$ cat src/rtl/vga_pkg.sv
// Shared VGA geometry and obstacle defaults for the rendering chain.
package vga_pkg;

    localparam int HOR_PIXELS = 800;
    localparam int VER_PIXELS = 600;

    localparam int          OBST_W_DEF   = 40;
    localparam int          OBST_H_DEF   = 60;
    localparam int          OBST_Y_DEF   = 500;
    localparam logic [11:0] OBST_RGB_DEF = 12'hF00;
    localparam logic [11:0] BG_RGB_DEF   = 12'h8BF;

    typedef struct packed {
        logic [10:0] hcount;
        logic [10:0] vcount;
        logic        hsync;
        logic        vsync;
        logic        hblnk;
        logic        vblnk;
    } vga_timing_t;

endpackage

$ cat src/rtl/vga_delay.sv
// N-stage register for the VGA timing bundle (coordinates, syncs, blanking).
module vga_delay
    import vga_pkg::*;
#(
    parameter int N = 2
) (
    input  logic        clk,
    input  logic        rst,
    input  vga_timing_t timing_in,
    output vga_timing_t timing_out
);

    vga_timing_t pipe [N];

    always_ff @(posedge clk) begin
        if (rst) begin
            for (int i = 0; i < N; i++) pipe[i] <= '0;
        end else begin
            pipe[0] <= timing_in;
            for (int i = 1; i < N; i++) pipe[i] <= pipe[i-1];
        end
    end

    assign timing_out = pipe[N-1];

endmodule

$ cat src/rtl/draw_obstacle.sv
// Overlays a solid obstacle rectangle on the VGA stream; X position is latched
// once per frame and a sticky flag reports overlap with non-background pixels.
module draw_obstacle
    import vga_pkg::*;
#(
    parameter int          OBST_W   = OBST_W_DEF,
    parameter int          OBST_H   = OBST_H_DEF,
    parameter int          OBST_Y   = OBST_Y_DEF,
    parameter logic [11:0] OBST_RGB = OBST_RGB_DEF,
    parameter logic [11:0] BG_RGB   = BG_RGB_DEF
) (
    input  logic        clk,
    input  logic        rst,
    input  logic [11:0] obstacle_xpos,
    input  logic [10:0] hcount_in,
    input  logic [10:0] vcount_in,
    input  logic        hsync_in,
    input  logic        vsync_in,
    input  logic        hblnk_in,
    input  logic        vblnk_in,
    input  logic [11:0] rgb_in,
    output logic [10:0] hcount_out,
    output logic [10:0] vcount_out,
    output logic        hsync_out,
    output logic        vsync_out,
    output logic        hblnk_out,
    output logic        vblnk_out,
    output logic [11:0] rgb_out,
    output logic        collision
);

    logic        vblnk_d;
    logic [11:0] xpos_frame;
    logic        frame_start;
    logic [12:0] x_lo;
    logic [12:0] x_hi;
    logic        in_rect;

    vga_timing_t timing_p0;
    vga_timing_t timing_p2;

    logic [11:0] rgb_p1;
    logic        in_rect_p1;
    logic        hblnk_p1;
    logic        vblnk_p1;
    logic        blank_p1;
    logic        hit_p1;

    assign frame_start = vblnk_in & ~vblnk_d;

    // End of the rectangle is formed at 13 bits so positions near 4095 cannot wrap.
    assign x_lo    = {1'b0, xpos_frame};
    assign x_hi    = x_lo + 13'(OBST_W);
    assign in_rect = (xpos_frame != 12'd0)
                  && ({2'b00, hcount_in} >= x_lo)
                  && ({2'b00, hcount_in} <  x_hi)
                  && (vcount_in >= 11'(OBST_Y))
                  && (vcount_in <  11'(OBST_Y + OBST_H));

    always_ff @(posedge clk) begin
        if (rst) begin
            vblnk_d    <= 1'b0;
            xpos_frame <= 12'd0;
        end else begin
            vblnk_d <= vblnk_in;
            if (frame_start) xpos_frame <= obstacle_xpos;
        end
    end

    assign timing_p0 = '{hcount: hcount_in, vcount: vcount_in, hsync: hsync_in,
                         vsync: vsync_in, hblnk: hblnk_in, vblnk: vblnk_in};

    vga_delay #(.N(2)) u_timing_delay (
        .clk        (clk),
        .rst        (rst),
        .timing_in  (timing_p0),
        .timing_out (timing_p2)
    );

    // Stage 1: pixel colour, blanking and rectangle hit
    always_ff @(posedge clk) begin
        if (rst) begin
            rgb_p1     <= 12'd0;
            in_rect_p1 <= 1'b0;
            hblnk_p1   <= 1'b0;
            vblnk_p1   <= 1'b0;
        end else begin
            rgb_p1     <= rgb_in;
            in_rect_p1 <= in_rect;
            hblnk_p1   <= hblnk_in;
            vblnk_p1   <= vblnk_in;
        end
    end

    assign blank_p1 = hblnk_p1 | vblnk_p1;
    assign hit_p1   = in_rect_p1 & ~blank_p1 & (rgb_p1 != BG_RGB);

    // Stage 2: composited colour and collision flag
    always_ff @(posedge clk) begin
        if (rst) begin
            rgb_out   <= 12'd0;
            collision <= 1'b0;
        end else begin
            if (blank_p1)        rgb_out <= 12'h000;
            else if (in_rect_p1) rgb_out <= OBST_RGB;
            else                 rgb_out <= rgb_p1;

            if (hit_p1)           collision <= 1'b1;
            else if (frame_start) collision <= 1'b0;
        end
    end

    assign hcount_out = timing_p2.hcount;
    assign vcount_out = timing_p2.vcount;
    assign hsync_out  = timing_p2.hsync;
    assign vsync_out  = timing_p2.vsync;
    assign hblnk_out  = timing_p2.hblnk;
    assign vblnk_out  = timing_p2.vblnk;

endmodule

$ cat config.mk
export PLATFORM = sky130hd
export DESIGN_NAME = draw_obstacle
export DESIGN_NICKNAME = d
export VERILOG_FILES = /design/src/rtl/vga_pkg.sv /design/src/rtl/vga_delay.sv /design/src/rtl/draw_obstacle.sv
export SDC_FILE = /design/constraint.sdc
export NUM_CORES = 1
export LEC_CHECK = 0
export BUFFER_PORTS_ARGS = -buffer_cell sky130_fd_sc_hd__buf_2
export CAP_MARGIN = 5
export CORE_MARGIN = 5
export CORE_UTILIZATION = 55
export DETAILED_ROUTE_END_ITERATION = 10
export PLACE_DENSITY = 0.93
export SLEW_MARGIN = 20
export SYNTH_ARGS = -nofsm -noshare
export SYNTH_HDL_FRONTEND = slang
export SYNTH_SLANG_ARGS = --single-unit
$ cat constraint.sdc
create_clock -name clk -period 5.9 [get_ports clk]
set_input_delay 1.18 -clock clk [delete_from_list [all_inputs] [get_ports clk]]
set_output_delay 1.18 -clock clk [all_outputs]
set_load 0.005 [all_outputs]
; Yosys cells after proc, flatten, opt, wreduce, memory -nomap -nowiden
; Memory sizes are Yosys's and may differ from the RTL's.
; Index checks and enable logic that the tools add are counted.
[word_totals]
elab_cells = 39
inputBits = 52
mem_count = 1
ff_bits = 40
mem_bits_rw = 52
[mem_list]
columns = memory, words, word_bits, rd, rd_ports_with_merged_regs, wr, line_no
row1 = u_timing_delay.pipe, 2, 26, 2, 0, 2, vga_delay.sv:13  ; vga_timing_t pipe [N];
[op_classes]
n_reduce_logical = 8
n_addsub = 1
n_eq_ne = 1
order_cmp = 4
n_bitwise = 8
mux = 8
[op_table]
columns = operator, count
row1 = 26-bit two-way mux, 2
row2 = "12-bit by 6-bit adder with 13-bit output, second input constant", 1
row3 = 11-bit by 13-bit less-than comparator with 1-bit output, 1
row4 = 11-bit by 12-bit greater-or-equal comparator with 1-bit output, 1
row5 = 12-bit two-way mux, 1
row6 = "12-bit inequality test, second input constant", 1
row7 = 12-bit nonzero test, 1
row8 = "11-bit by 9-bit greater-or-equal comparator with 1-bit output, second input constant", 1
row9 = "11-bit by 10-bit less-than comparator with 1-bit output, second input constant", 1
row10 = 1-bit two-way mux, 5
row11 = 1-bit logical AND, 4
row12 = 1-bit bitwise AND, 3
row13 = 1-bit bitwise OR, 3
row14 = 3-bit OR reduction, 1
row15 = 1-bit NOT, 2
row16 = 2-bit nonzero test, 1
row17 = 2-bit OR reduction, 1

; Logic depth before layout (Yosys ltp)
[depth]
depth_word = 5
depth_mapped = 9
depth_no_buf = 8

; Cells and area by module
; From an unflattened synthesis, not the netlist that was laid out.
[hier_totals]
cells_unflattened = 342
hier_area_um2 = 3493.4
[by_module_without_submodules]
columns = mod, cells_each, area_per_inst_um2, n_inst
row1 = draw_obstacle, 207, 1906.8, 1
row2 = vga_delay, 135, 1586.5, 1

; Least setup slack after synthesis
; Ideal clock, no wire load.
[synth_path]
path_type = input to register
from = in hcount_in[1]
to = reg in_rect_p1
setup_ns = 0.116
n_path_buf = 0
path_slack_ns = 3.677
arrival_time_ns = 2.106
cell_stages = 6
cell_sequence = ha_1 nor2b_1 nor3_1 o31ai_1 a21oi_1 o211a_1
[synth_via]
elab_chain_len = 5
elab_cells_between_ends = 6
[synth_lines]
columns = item, line_no
row1 = "start, declared", draw_obstacle.sv:15  ; input logic [10:0] hcount_in,
row2 = 11-bit by 12-bit greater-or-equal comparator with 1-bit output, draw_obstacle.sv:55  ; && ({2'b00, hcount_in} >= x_lo)
row3 = 1-bit logical AND, draw_obstacle.sv:55
row4 = 1-bit logical AND (*), draw_obstacle.sv:56  ; && ({2'b00, hcount_in} < x_hi)
row5 = 1-bit logical AND (*), draw_obstacle.sv:57  ; && (vcount_in >= 11'(OBST_Y))
row6 = 1-bit logical AND (*), draw_obstacle.sv:58  ; && (vcount_in < 11'(OBST_Y + OBST_H));
row7 = "end signal, assigned", draw_obstacle.sv:89  ; in_rect_p1 <= in_rect;
row8 = "end, declared", draw_obstacle.sv:43  ; logic in_rect_p1;
; Every way passes the cells marked *; elsewhere a longest branch is shown, timed or not.
; A chain may end at the register's enable or synchronous reset.

; Worst setup path after layout
[layout_path]
from = in rst
to = reg rgb_out[1]
[layout_via]
elab_chain_len = 1
[layout_lines]
columns = item, line_no
row1 = "start, declared", draw_obstacle.sv:13  ; input logic rst,
row2 = 3-bit OR reduction (no source line), -
row3 = "end signal, assigned", draw_obstacle.sv:106  ; else rgb_out <= rgb_p1;
row4 = "end, declared", draw_obstacle.sv:28  ; output logic [11:0] rgb_out,
; Every way passes these cells.

==> flow_summary.json <==
{
  "rr_endpoint": "in_rect_p1",
  "hpwl_um": 4786,
  "ys_ff_latch": 90,
  "grt_start_max_net_pins": 81,
  "cap_violations": 0,
  "cts_tree": "built",
  "fin_worst_skew_ns": 0.007915,
  "fillers": 481,
  "io_pins": 91,
  "syn-mean-instance-area_um2": 9.973,
  "finalNetCount": 480,
  "min_to": "u_timing_delay.pipe[0][43]",
  "crit_fanout": 80,
  "postCtsSetupBuffers": 0,
  "fin_crit_ns": 2.241,
  "drive_gt1_frac": 0.2639,
  "vias_per_cell": 4.898,
  "endpoint_kind": "flip-flop",
  "synthesis.nets": 412,
  "cp_data_required_time_ns": 6.20,
  "maxSlewHeadroom": 0.4575,
  "yosys_warnings": 0,
  "core-area_um2": 5956,
  "synth_area_leaders": "dfxtp_1, nor2b_1, ha_1",
  "clock_sinks": 90,
  "start_kind": "input port",
  "seq_area_um2": 1802,
  "fin_crit_sh": 0.3798,
  "grt.overflow.total": 0,
  "post_drt_wl_per_cell_um": 13.54,
  "die_y_um": 88.52,
  "synth_top_area_cell": "dfxtp_1",
  "maxSlewViolCount": 0,
  "cts.repair.resized": 0,
  "multiInputGateArea_um2": 1323,
  "hp-class": "flip-flop to flip-flop",
  "fmax_mhz": 446.2,
  "synth_cells": 340,
  "io_buffers": 90,
  "rr_startpoint": "xpos_frame[4]",
  "mostFrequentLayoutCells": "dfxtp_1, buf_2, nor2b_1, nand2_1, a21oi_1",
  "grt_setup_unrepaired": "false",
  "gp_congestion": 0.8745,
  "grt.total_usage": 0.1723,
  "hold_viol_final": 0,
  "cpPeakStageDelay_ns": 0.68,
  "cts_hold_buf": 0,
  "cts_made_buffers": 9,
  "outcome": "finished, final reports clean",
  "clockBufferDepth": 2,
  "ant_nets": 0,
  "synth_top_area_frac": 0.5314,
  "die_area_um2": 7835,
  "wirelength_um": 6608,
  "post-route-util": 0.6574,
  "antenna_found_initial": 0,
  "worstMarginPinSlew_ns": 0.8120,
  "synthesis.area_um2": 3391,
  "first_pass_iters": 4,
  "htree_levels": 3,
  "start_util": 0.5693,
  "clk_pin_slew_ns": 0.10,
  "ir_worst_vdd_mv": 0.1369,
  "drc": 0,
  "synth-seq-area-share": 0.5314,
  "power.density_nw_per_um2": 293.7,
  "antennaDiodeCount": 0,
  "ff2ff_path_depth": 8,
  "p_leak_nw": 1.758,
  "cts_root_buf": "clkbuf_8",
  "chipWidth_um": 88.52,
  "grt_first_pass_wirelength_um": 10320,
  "r2r_setup_slack_ns": 3.72,
  "setup_viol": 0,
  "slowest_stage": "nor4_1",
  "rows": 28,
  "areaGrowthSynthToFinish_pct": 15.46,
  "netlist-cell-type-count": 37,
  "hold_path.startpoint": "u_timing_delay.pipe[0][17]",
  "crit_chain": "buf_2 > buf_4 > nor4_1 > and2_1",
  "grt_pass1_vias": 2336,
  "arrival_ns": 2.54,
  "clock_latency_ns": 0.35,
  "timing.setup.tns_ns": 0,
  "dr_total_vias": 2390,
  "worstHoldPathCells": 1,
  "critPathKind": "input port to flip-flop",
  "drt-initial-drc-count": 35
}
[per-stage QoR]
| step | power [W] | area (um2) | worst slack, ns | cells | hold WS, ns |
|---|---|---|---|---|---|
| 6_report | 0.001150 | 3915 | 3.659 | 488 | 0.4383 |
| 5_1_grt | 0.001198 | 3915 | 3.372 | 488 | 0.4586 |
| 4_1_cts | 0.001154 | 3915 | 3.662 | 488 | 0.4418 |
| 3_5_place_dp | 0.0007740 | 3725 | 3.293 | 472 | 0.4204 |
| 3_3_place_gp | 0.0007674 | 3725 | 3.392 | 472 | 0.4157 |
| 2_1_floorplan | 0.0007353 | 3391 | 3.677 | 340 | 0.4138 |
[layout make-up]
cell class,instances,share of cell area
inverter,13,0.01246
clock buffer,9,0.03164
clock inverter,7,0.01694
timing repair buffer,91,0.1170
multi-input combinational,203,0.3378
sequential,90,0.4602
tap,75,0.02397
[sequential cells by signal, summed over array words and instances, names as in the netlist]
name / cells
collision: 1
xpos_frame: 12
rgb_p1: 12
u_timing_delay.pipe: 52
in_rect_p1: 1
rgb_out: 12
[metal layers]
metal / GRT usage / share of wire / vias up
met2: 0.2998 / 0.49 / 74
met1: 0.1991 / 0.42 / 1081
met3: 0.05493 / 0.078 / 8
met4: 0.06181 / 0.0097 / 0
li1: - / - / 1227
met5: 0 / 0 / -
[critical path, delay by kind of cell]
kind,cells,cell delay (ns)
simple gates,2,0.90
buf+inv,2,0.43
[cells by family after synthesis]
family / Yosys count / synth area share
AOI/OAI and AO/OA: 40 / 0.07418
xor gates and xnor gates: 6 / 0.01550
adders and majority gates: 20 / 0.07380
buffers and inverters: 47 / 0.07860
DFF: 90 / 0.5314
and+or+nand+nor: 137 / 0.2266
[report_power, final]
group | internal (W) | switching [W]
logic | 0.0000549 | 0.0000577
clock network | 0.000160 | 0.000228
registers | 0.000635 | 0.0000141
[worst max-delay path by stage]
stage | cells past startpoint | slack [ns] | endpoint | from
6_report | 4 | 3.66 | rgb_out[1] | rst
5_1_grt | 4 | 3.37 | rgb_out[1] | rst
4_1_cts | 4 | 3.66 | rgb_out[1] | rst
3_5_place_dp | 4 | 3.29 | rgb_out[1] | rst
3_3_place_gp | 4 | 3.39 | rgb_out[6] | rst
2_1_floorplan | 6 | 3.68 | in_rect_p1 | hcount_in[1]
[Yosys cell counts]
cell / count
o21ai_0: 4
or4b_1: 1
xor2_1: 1
nor4b_1: 1
ha_1: 20
nand4_1: 2
o311ai_1: 1
clkbuf_1: 8
nand4_2: 1
xnor2_1: 5
buf_4: 23
o221ai_1: 1
nor4_1: 4
and2_1: 8
o211a_1: 1
o21a_1: 4
nand2b_1: 2
a21o_1: 1
a21oi_1: 21
and3_1: 1
a21oi_4: 1
nor3_1: 6
a211oi_1: 1
nor3b_1: 1
or3_1: 1
nand3_1: 4
o211ai_1: 1
nor2_1: 8
buf_2: 3
o2111ai_1: 1
dfxtp_1: 90
o31ai_1: 2
inv_1: 13
nand4b_1: 2
nor2b_1: 65
nand2_1: 30
a31oi_1: 1
Power figures use the tool's default switching activity.
